--- src/rtl/bconv3x3_stream_engine_if.sv ---
// Handshake and SRAM bus bundle for the binary 3x3 convolution engine.
// The engine connects through the master modport; the host/memory side uses slave.
interface bconv3x3_stream_engine_if #(
    parameter int DATA_W = 16,
    parameter int ADDR_W = 12
);
    logic              dut_run;
    logic              dut_busy;
    logic              dut_error;
    logic [ADDR_W-1:0] dut_sram_read_address;
    logic [DATA_W-1:0] sram_dut_read_data;
    logic [ADDR_W-1:0] dut_sram_write_address;
    logic [DATA_W-1:0] dut_sram_write_data;
    logic              dut_sram_write_enable;
    logic [ADDR_W-1:0] dut_wmem_read_address;
    logic [DATA_W-1:0] wmem_dut_read_data;

    modport master (
        input  dut_run,
        output dut_busy,
        output dut_error,
        output dut_sram_read_address,
        input  sram_dut_read_data,
        output dut_sram_write_address,
        output dut_sram_write_data,
        output dut_sram_write_enable,
        output dut_wmem_read_address,
        input  wmem_dut_read_data
    );

    modport slave (
        output dut_run,
        input  dut_busy,
        input  dut_error,
        input  dut_sram_read_address,
        output sram_dut_read_data,
        input  dut_sram_write_address,
        input  dut_sram_write_data,
        input  dut_sram_write_enable,
        input  dut_wmem_read_address,
        output wmem_dut_read_data
    );
endinterface

--- src/rtl/bconv3x3_stream_engine.sv ---
// Streaming binary 3x3 convolution (XNOR-popcount-threshold) over a list of square images.
// Optional BCONV_IMG_COUNT_EN adds an img_count output (images completed this run, saturating).
module bconv3x3_stream_engine #(
    parameter int MAX_DIM    = 16,
    parameter int DATA_W     = 16,
    parameter int ADDR_W     = 12,
    parameter int WMEM_KADDR = 1
) (
    input  logic clk,
    input  logic reset_b,
    bconv3x3_stream_engine_if.master bus
`ifdef BCONV_IMG_COUNT_EN
    ,
    output logic [7:0] img_count
`endif
);
    localparam int CNT_W = $clog2(MAX_DIM + 1);

    typedef enum logic [2:0] {IDLE, WLOAD, HDR, FILL, RUN} state_t;

    state_t            state;
    logic              wl_phase;
    logic [CNT_W-1:0]  n_q;
    logic [CNT_W-1:0]  iss;
    logic [CNT_W-1:0]  rcv;
    logic [ADDR_W-1:0] wr_ptr;
    logic              vld_p0;
    logic [8:0]        kernel;
    logic [3:0]        thresh;
    logic [DATA_W-1:0] win_top_p0;
    logic [DATA_W-1:0] win_mid_p0;
    logic [DATA_W-1:0] row_out;
    logic [4:0]        hdr_n;
    logic              hdr_term;
    logic              hdr_bad;
    logic              row_last;
    logic              wr_go;
    logic              unused_bits;
`ifdef BCONV_IMG_COUNT_EN
    logic [7:0]        img_cnt;
`endif

    function automatic logic [3:0] popcount9(input logic [8:0] v);
        logic [3:0] c;
        c = '0;
        for (int b = 0; b < 9; b++) begin
            c = c + {3'b000, v[b]};
        end
        return c;
    endfunction

    // Window bit order: [2:0] oldest row, [8:6] newest row, column i at the LSB of each triple.
    function automatic logic [DATA_W-1:0] conv_row(
        input logic [DATA_W-1:0] t,
        input logic [DATA_W-1:0] m,
        input logic [DATA_W-1:0] b,
        input logic [8:0]        k,
        input logic [3:0]        th,
        input logic [CNT_W-1:0]  n
    );
        logic [DATA_W-1:0] r;
        logic [8:0]        w;
        r = '0;
        for (int i = 0; i < MAX_DIM - 2; i++) begin
            if (i < int'(n) - 2) begin
                w    = {b[i +: 3], m[i +: 3], t[i +: 3]};
                r[i] = (popcount9(~(k ^ w)) >= th);
            end
        end
        return r;
    endfunction

    assign hdr_n       = bus.sram_dut_read_data[4:0];
    assign hdr_term    = (bus.sram_dut_read_data[7:0] == 8'hFF);
    assign hdr_bad     = (hdr_n < 5'd3) || (int'(hdr_n) > MAX_DIM);
    assign row_last    = vld_p0 && (rcv == n_q - CNT_W'(1));
    assign wr_go       = vld_p0 && (rcv >= CNT_W'(2));
    assign unused_bits = ^{bus.sram_dut_read_data[DATA_W-1:8], bus.wmem_dut_read_data[DATA_W-1:13]};

    // Stage p0: incoming row plus the two previous rows form the 3x3 window.
    assign row_out = conv_row(win_top_p0, win_mid_p0, bus.sram_dut_read_data, kernel, thresh, n_q);

    always_ff @(posedge clk or negedge reset_b) begin
        if (!reset_b) begin
            state                      <= IDLE;
            wl_phase                   <= 1'b0;
            n_q                        <= '0;
            iss                        <= '0;
            rcv                        <= '0;
            wr_ptr                     <= '0;
            vld_p0                     <= 1'b0;
            bus.dut_busy               <= 1'b0;
            bus.dut_error              <= 1'b0;
            bus.dut_sram_read_address  <= '0;
            bus.dut_sram_write_address <= '0;
            bus.dut_sram_write_data    <= '0;
            bus.dut_sram_write_enable  <= 1'b0;
            bus.dut_wmem_read_address  <= '0;
`ifdef BCONV_IMG_COUNT_EN
            img_cnt                    <= '0;
`endif
        end else begin
            bus.dut_sram_write_enable <= 1'b0;
            vld_p0                    <= 1'b0;

            // Stage p1: registered write port, one cycle after the row that completes a window.
            if (wr_go) begin
                bus.dut_sram_write_enable  <= 1'b1;
                bus.dut_sram_write_address <= wr_ptr;
                bus.dut_sram_write_data    <= row_out;
                wr_ptr                     <= wr_ptr + ADDR_W'(1);
            end
            if (vld_p0) begin
                rcv <= row_last ? '0 : rcv + CNT_W'(1);
            end

            case (state)
                IDLE: begin
                    if (bus.dut_run) begin
                        state                     <= WLOAD;
                        wl_phase                  <= 1'b0;
                        bus.dut_busy              <= 1'b1;
                        bus.dut_error             <= 1'b0;
                        bus.dut_wmem_read_address <= ADDR_W'(WMEM_KADDR);
                        bus.dut_sram_read_address <= '0;
                        wr_ptr                    <= '0;
                        iss                       <= '0;
                        rcv                       <= '0;
`ifdef BCONV_IMG_COUNT_EN
                        img_cnt                   <= '0;
`endif
                    end
                end
                WLOAD: begin
                    // Header address 0 is already presented, so its data lands in HDR.
                    if (!wl_phase) begin
                        wl_phase <= 1'b1;
                    end else begin
                        state                     <= HDR;
                        bus.dut_wmem_read_address <= '0;
                    end
                end
                HDR: begin
                    iss <= '0;
                    if (hdr_term) begin
                        state        <= IDLE;
                        bus.dut_busy <= 1'b0;
                    end else if (hdr_bad) begin
                        state         <= IDLE;
                        bus.dut_busy  <= 1'b0;
                        bus.dut_error <= 1'b1;
                    end else begin
                        state                     <= FILL;
                        n_q                       <= CNT_W'(hdr_n);
                        bus.dut_sram_read_address <= bus.dut_sram_read_address + ADDR_W'(1);
                    end
                end
                FILL, RUN: begin
                    // After the last row is issued the address rests on the next header.
                    if (iss != n_q) begin
                        bus.dut_sram_read_address <= bus.dut_sram_read_address + ADDR_W'(1);
                        iss                       <= iss + CNT_W'(1);
                        vld_p0                    <= 1'b1;
                    end
                    if (vld_p0 && (rcv == CNT_W'(1))) begin
                        state <= RUN;
                    end
                    if (row_last) begin
                        state <= HDR;
`ifdef BCONV_IMG_COUNT_EN
                        if (img_cnt != 8'hFF) begin
                            img_cnt <= img_cnt + 8'd1;
                        end
`endif
                    end
                end
                default: state <= IDLE;
            endcase
        end
    end

    always_ff @(posedge clk) begin
        if ((state == WLOAD) && wl_phase) begin
            kernel <= bus.wmem_dut_read_data[8:0];
            thresh <= bus.wmem_dut_read_data[12:9];
        end
        if (vld_p0) begin
            win_top_p0 <= win_mid_p0;
            win_mid_p0 <= bus.sram_dut_read_data;
        end
    end

`ifdef BCONV_IMG_COUNT_EN
    assign img_count = img_cnt;
`endif

endmodule

--- src/flat_wrapper.sv ---
// flat-port wrapper written by rule: the top's interface ports become plain ports
module bconv3x3_stream_engine_flat 
#(
    parameter int MAX_DIM    = 16,
    parameter int DATA_W     = 16,
    parameter int ADDR_W     = 12,
    parameter int WMEM_KADDR = 1
)
  (clk, reset_b, bus_dut_run, bus_dut_busy, bus_dut_error, bus_dut_sram_read_address, bus_sram_dut_read_data, bus_dut_sram_write_address, bus_dut_sram_write_data, bus_dut_sram_write_enable, bus_dut_wmem_read_address, bus_wmem_dut_read_data);
  bconv3x3_stream_engine_if #(.DATA_W(DATA_W), .ADDR_W(ADDR_W)) bus_i ();
  input  logic clk;
  input  logic reset_b;
  input wire logic [$bits(bus_i.dut_run)-1:0] bus_dut_run;
  output wire logic [$bits(bus_i.dut_busy)-1:0] bus_dut_busy;
  output wire logic [$bits(bus_i.dut_error)-1:0] bus_dut_error;
  output wire logic [$bits(bus_i.dut_sram_read_address)-1:0] bus_dut_sram_read_address;
  input wire logic [$bits(bus_i.sram_dut_read_data)-1:0] bus_sram_dut_read_data;
  output wire logic [$bits(bus_i.dut_sram_write_address)-1:0] bus_dut_sram_write_address;
  output wire logic [$bits(bus_i.dut_sram_write_data)-1:0] bus_dut_sram_write_data;
  output wire logic [$bits(bus_i.dut_sram_write_enable)-1:0] bus_dut_sram_write_enable;
  output wire logic [$bits(bus_i.dut_wmem_read_address)-1:0] bus_dut_wmem_read_address;
  input wire logic [$bits(bus_i.wmem_dut_read_data)-1:0] bus_wmem_dut_read_data;
  assign bus_i.dut_run = bus_dut_run;
  assign bus_dut_busy = bus_i.dut_busy;
  assign bus_dut_error = bus_i.dut_error;
  assign bus_dut_sram_read_address = bus_i.dut_sram_read_address;
  assign bus_i.sram_dut_read_data = bus_sram_dut_read_data;
  assign bus_dut_sram_write_address = bus_i.dut_sram_write_address;
  assign bus_dut_sram_write_data = bus_i.dut_sram_write_data;
  assign bus_dut_sram_write_enable = bus_i.dut_sram_write_enable;
  assign bus_dut_wmem_read_address = bus_i.dut_wmem_read_address;
  assign bus_i.wmem_dut_read_data = bus_wmem_dut_read_data;
  bconv3x3_stream_engine #(.MAX_DIM(MAX_DIM), .DATA_W(DATA_W), .ADDR_W(ADDR_W), .WMEM_KADDR(WMEM_KADDR)) u_core (.clk(clk), .reset_b(reset_b), .bus(bus_i));
endmodule
--- config.mk ---
export PLATFORM = sky130hd
export DESIGN_NAME = bconv3x3_stream_engine_flat
export DESIGN_NICKNAME = d
export VERILOG_FILES = /design/src/rtl/bconv3x3_stream_engine_if.sv /design/src/rtl/bconv3x3_stream_engine.sv /design/src/flat_wrapper.sv
export SDC_FILE = /design/constraint.sdc
export NUM_CORES = 1
export LEC_CHECK = 0
export ABC_AREA = 1
export BUFFER_PORTS_ARGS = -buffer_cell sky130_fd_sc_hd__buf_2
export CORE_MARGIN = 2
export CORE_UTILIZATION = 30
export CTS_BUF_LIST = sky130_fd_sc_hd__clkbuf_8
export DETAILED_ROUTE_END_ITERATION = 10
export PLACE_DENSITY = 0.54
export SYNTH_ARGS = -nofsm -noshare
export SYNTH_HDL_FRONTEND = slang
export SYNTH_SLANG_ARGS = --single-unit
--- constraint.sdc ---
create_clock -name clk -period 4.85 [get_ports clk]
set_clock_uncertainty 0.2 [all_clocks]
set_input_delay 0.2425 -clock clk [delete_from_list [all_inputs] [get_ports clk]]
set_output_delay 0.2425 -clock clk [all_outputs]
set_load 0.02 [all_outputs]
==> impl_metrics.toml <==
[timing]
setup_tns_ns = 0
relSlewSlack = 0.3273
report.final.slew_viol_count = 0
max_freq_mhz = 215.1
holdWs_ns = 0.2499
setup_violations = 0
period_share = 0.9585
post-route-min-period_ns = 4.649
worst_pin_slew_ns = 1.009
finalHoldViolCount = 0

[cells_and_area]
drive_above_1_share = 0.1208
layout_commonest_cell = "nand2_1"
syn_to_final_growth_pct = 14.22
nNetsFinal = 1568
layout_common_cells = "187 x nand2_1, 182 x inv_1, 151 x ha_1"

[yosys]
synthArstFlopShare = 0.6218
synth_area_leaders = "ha_1 17%, dfrtp_1 17%, fa_1 13%, edfxtp_1 12%, xnor2_1 6.7%"
syn_area_um2 = 11150
synth_top_area_share = 0.1694
synth_edf_count = 45
synth_top_area_cell = "ha_1"
ys_ff_latch = 119
yosys.cell_types.count = 42
synthCells = 1204
synthFlopType = "dfrtp_1"
ys_seq_area_frac = 0.2873
yosysWarnings = 0
postSynthAreaPerCell_um2 = 9.261

[place]
port_buffers = 73
place_congestion = 0.8009
dp.final_hpwl_um = 19870

[cts]
numCtsBuffers = 17
cts_num_sinks = 119
clk_pin_slew_ns = 0.09
clk_path_buf_depth = 2
insertion_delay_ns = 0.47
cts-root-buf = "clkbuf_8"
cts_tree = "built"
htree_levels = 4

[route]
vias = 8112
viasPerCell = 4.522
detail-route-antenna-nets = 0
routed_wl_um = 26710
post-route-drc-count = 0
drt-pass1-iter-count = 4
post_drt_wl_per_cell_um = 14.89
drtIter0Drc = 329

[worst_setup_path]
worst-endpoint-arrival_ns = 4.79
cp-end-kind = "flip-flop"
critPathKind = "reg -> reg"
rr_startpoint = "u_core.kernel[0]"
cp_data_required_time_ns = 5.00
setup.worst_path.start = "u_core.kernel[0]"
path_max_fanout = 3
worst_setup_path_start_kind = "flip-flop"

[grt]
grt_max_degree = 75
grt_pass1_wl_um = 44080
antenna_found_initial = 1
grt_pass1_vias = 8464
overflow = 0
grt.total_usage = 0.1462

[run_status]
status = "finished clean"

[min_path]
min_path_type = "in -> async"

[die]
die_w_um = 196.8
start_util = 0.3046
io_pins = 90
dieArea_um2 = 38730
core.rowCount = 70
core_area_um2 = 36610
die_h_um = 196.8

[run]
maxCapViolations = 0
state kept, by name, summed over array words and instances (netlist names), 9 cells and up:
register,flops
u_core.wr_ptr,12
u_core.win_mid_p0,16
u_core.bus.dut_sram_read_address,12
u_core.kernel,9
u_core.win_top_p0,16
u_core.bus.dut_sram_write_address,12
u_core.bus.dut_sram_write_data,14
metrics by stage:
stage,setup WS (ns),util,cells,cell area (µm²)
after global placement,0.1820,0.3277,1727,12000
after CTS,0.1117,0.3470,1790,12700
after floorplan,0.3259,-,1216,11200
after global routing,-0.02201,0.3479,1794,12740
after detailed placement,0.1231,0.3277,1727,12000
final,0.2011,0.3479,1794,12740
final timing paths:
| path | end | slack (ns) | cells after the start |
|---|---|---|---|
| max in group asynchronous | u_core.vld_p0 | 3.47 | 2 |
| worst max-delay path | u_core.bus.dut_sram_write_data[11] | 0.20 | 16 |
| worst min register to register | u_core.bus.dut_sram_write_data[11] | 0.28 | 2 |
| worst max register to register | u_core.bus.dut_sram_write_data[11] | 0.20 | 16 |
| min in group clk | u_core.bus.dut_sram_write_data[11] | 0.28 | 2 |
| worst min-delay path | u_core.bus.dut_sram_read_address[6] | 0.25 | 2 |
area by class of cell:
class	instances	area (µm²)
Fill cell	3706	23870
Multi-Input combinational cell	869	7053
Sequential cell	119	3204
Timing Repair Buffer	120	802.0
Inverter	185	694.4
Tap cell	468	585.6
Clock buffer	18	247.7
Clock inverter	14	146.4
Antenna cell	1	2.502
cells by family after synthesis:
logic type | share of synthesized area
and+or+nand+nor | 0.1445
AOI/OAI and AO/OA | 0.06968
adders and majority gates | 0.2951
xor gates and xnor gates | 0.1184
buffers and inverters | 0.08472
DFF | 0.2873
other | 0.0003363
critical path: stages, from the launching register on:
cell,delay (ns)
edfxtp_1,0.42
buf_4,0.18
xnor2_1,0.12
ha_1,0.28
inv_1,0.05
fa_1,0.50
fa_1,0.55
inv_1,0.06
fa_1,0.47
ha_1,0.23
fa_1,0.44
ha_1,0.28
a21boi_0,0.12
o21ai_0,0.17
a21boi_0,0.10
o21ai_0,0.30
nand2_1,0.08
synthesized netlist by cell type, types with 2 or more instances:
cell type  count
inv_1        181
nand2_1      187
a21oi_1       46
inv_2          4
fa_1          70
o21ai_0       31
o21ai_2       10
o21ai_1        6
nor4_1         3
a211oi_1       2
o211ai_1       9
o21bai_1      19
clkbuf_1      10
buf_4         14
buf_6          2
edfxtp_1      45
dfrtp_1       74
buf_2         17
nor2_1        48
or2_2          2
xor2_1        62
nor3_2         2
nor2_2         4
nand2_4        2
xnor2_1       85
a21boi_0       2
nand2_2        3
ha_1         151
nor2_4         3
nor3_1        10
nand3_1       60
nand4_1       29
a31o_2         2
routing by layer:
layer	track usage	share of wire	up-vias
li1	-	-	4076
met2	0.2506	0.48	102
met5	0	0	-
met3	0.02652	0.030	20
met4	0.03564	0.013	0
met1	0.1907	0.48	3914
timing repair:
item,CTS,global route
hold buffers,31,0
endpoints found under the setup margin,0,7
hold endpoints to repair,111,0
setup buffers,0,3
gates resized for setup,0,2
Power is not shown: default switching activity piles up to over one toggle a cycle in this logic, so the estimate is an artifact.
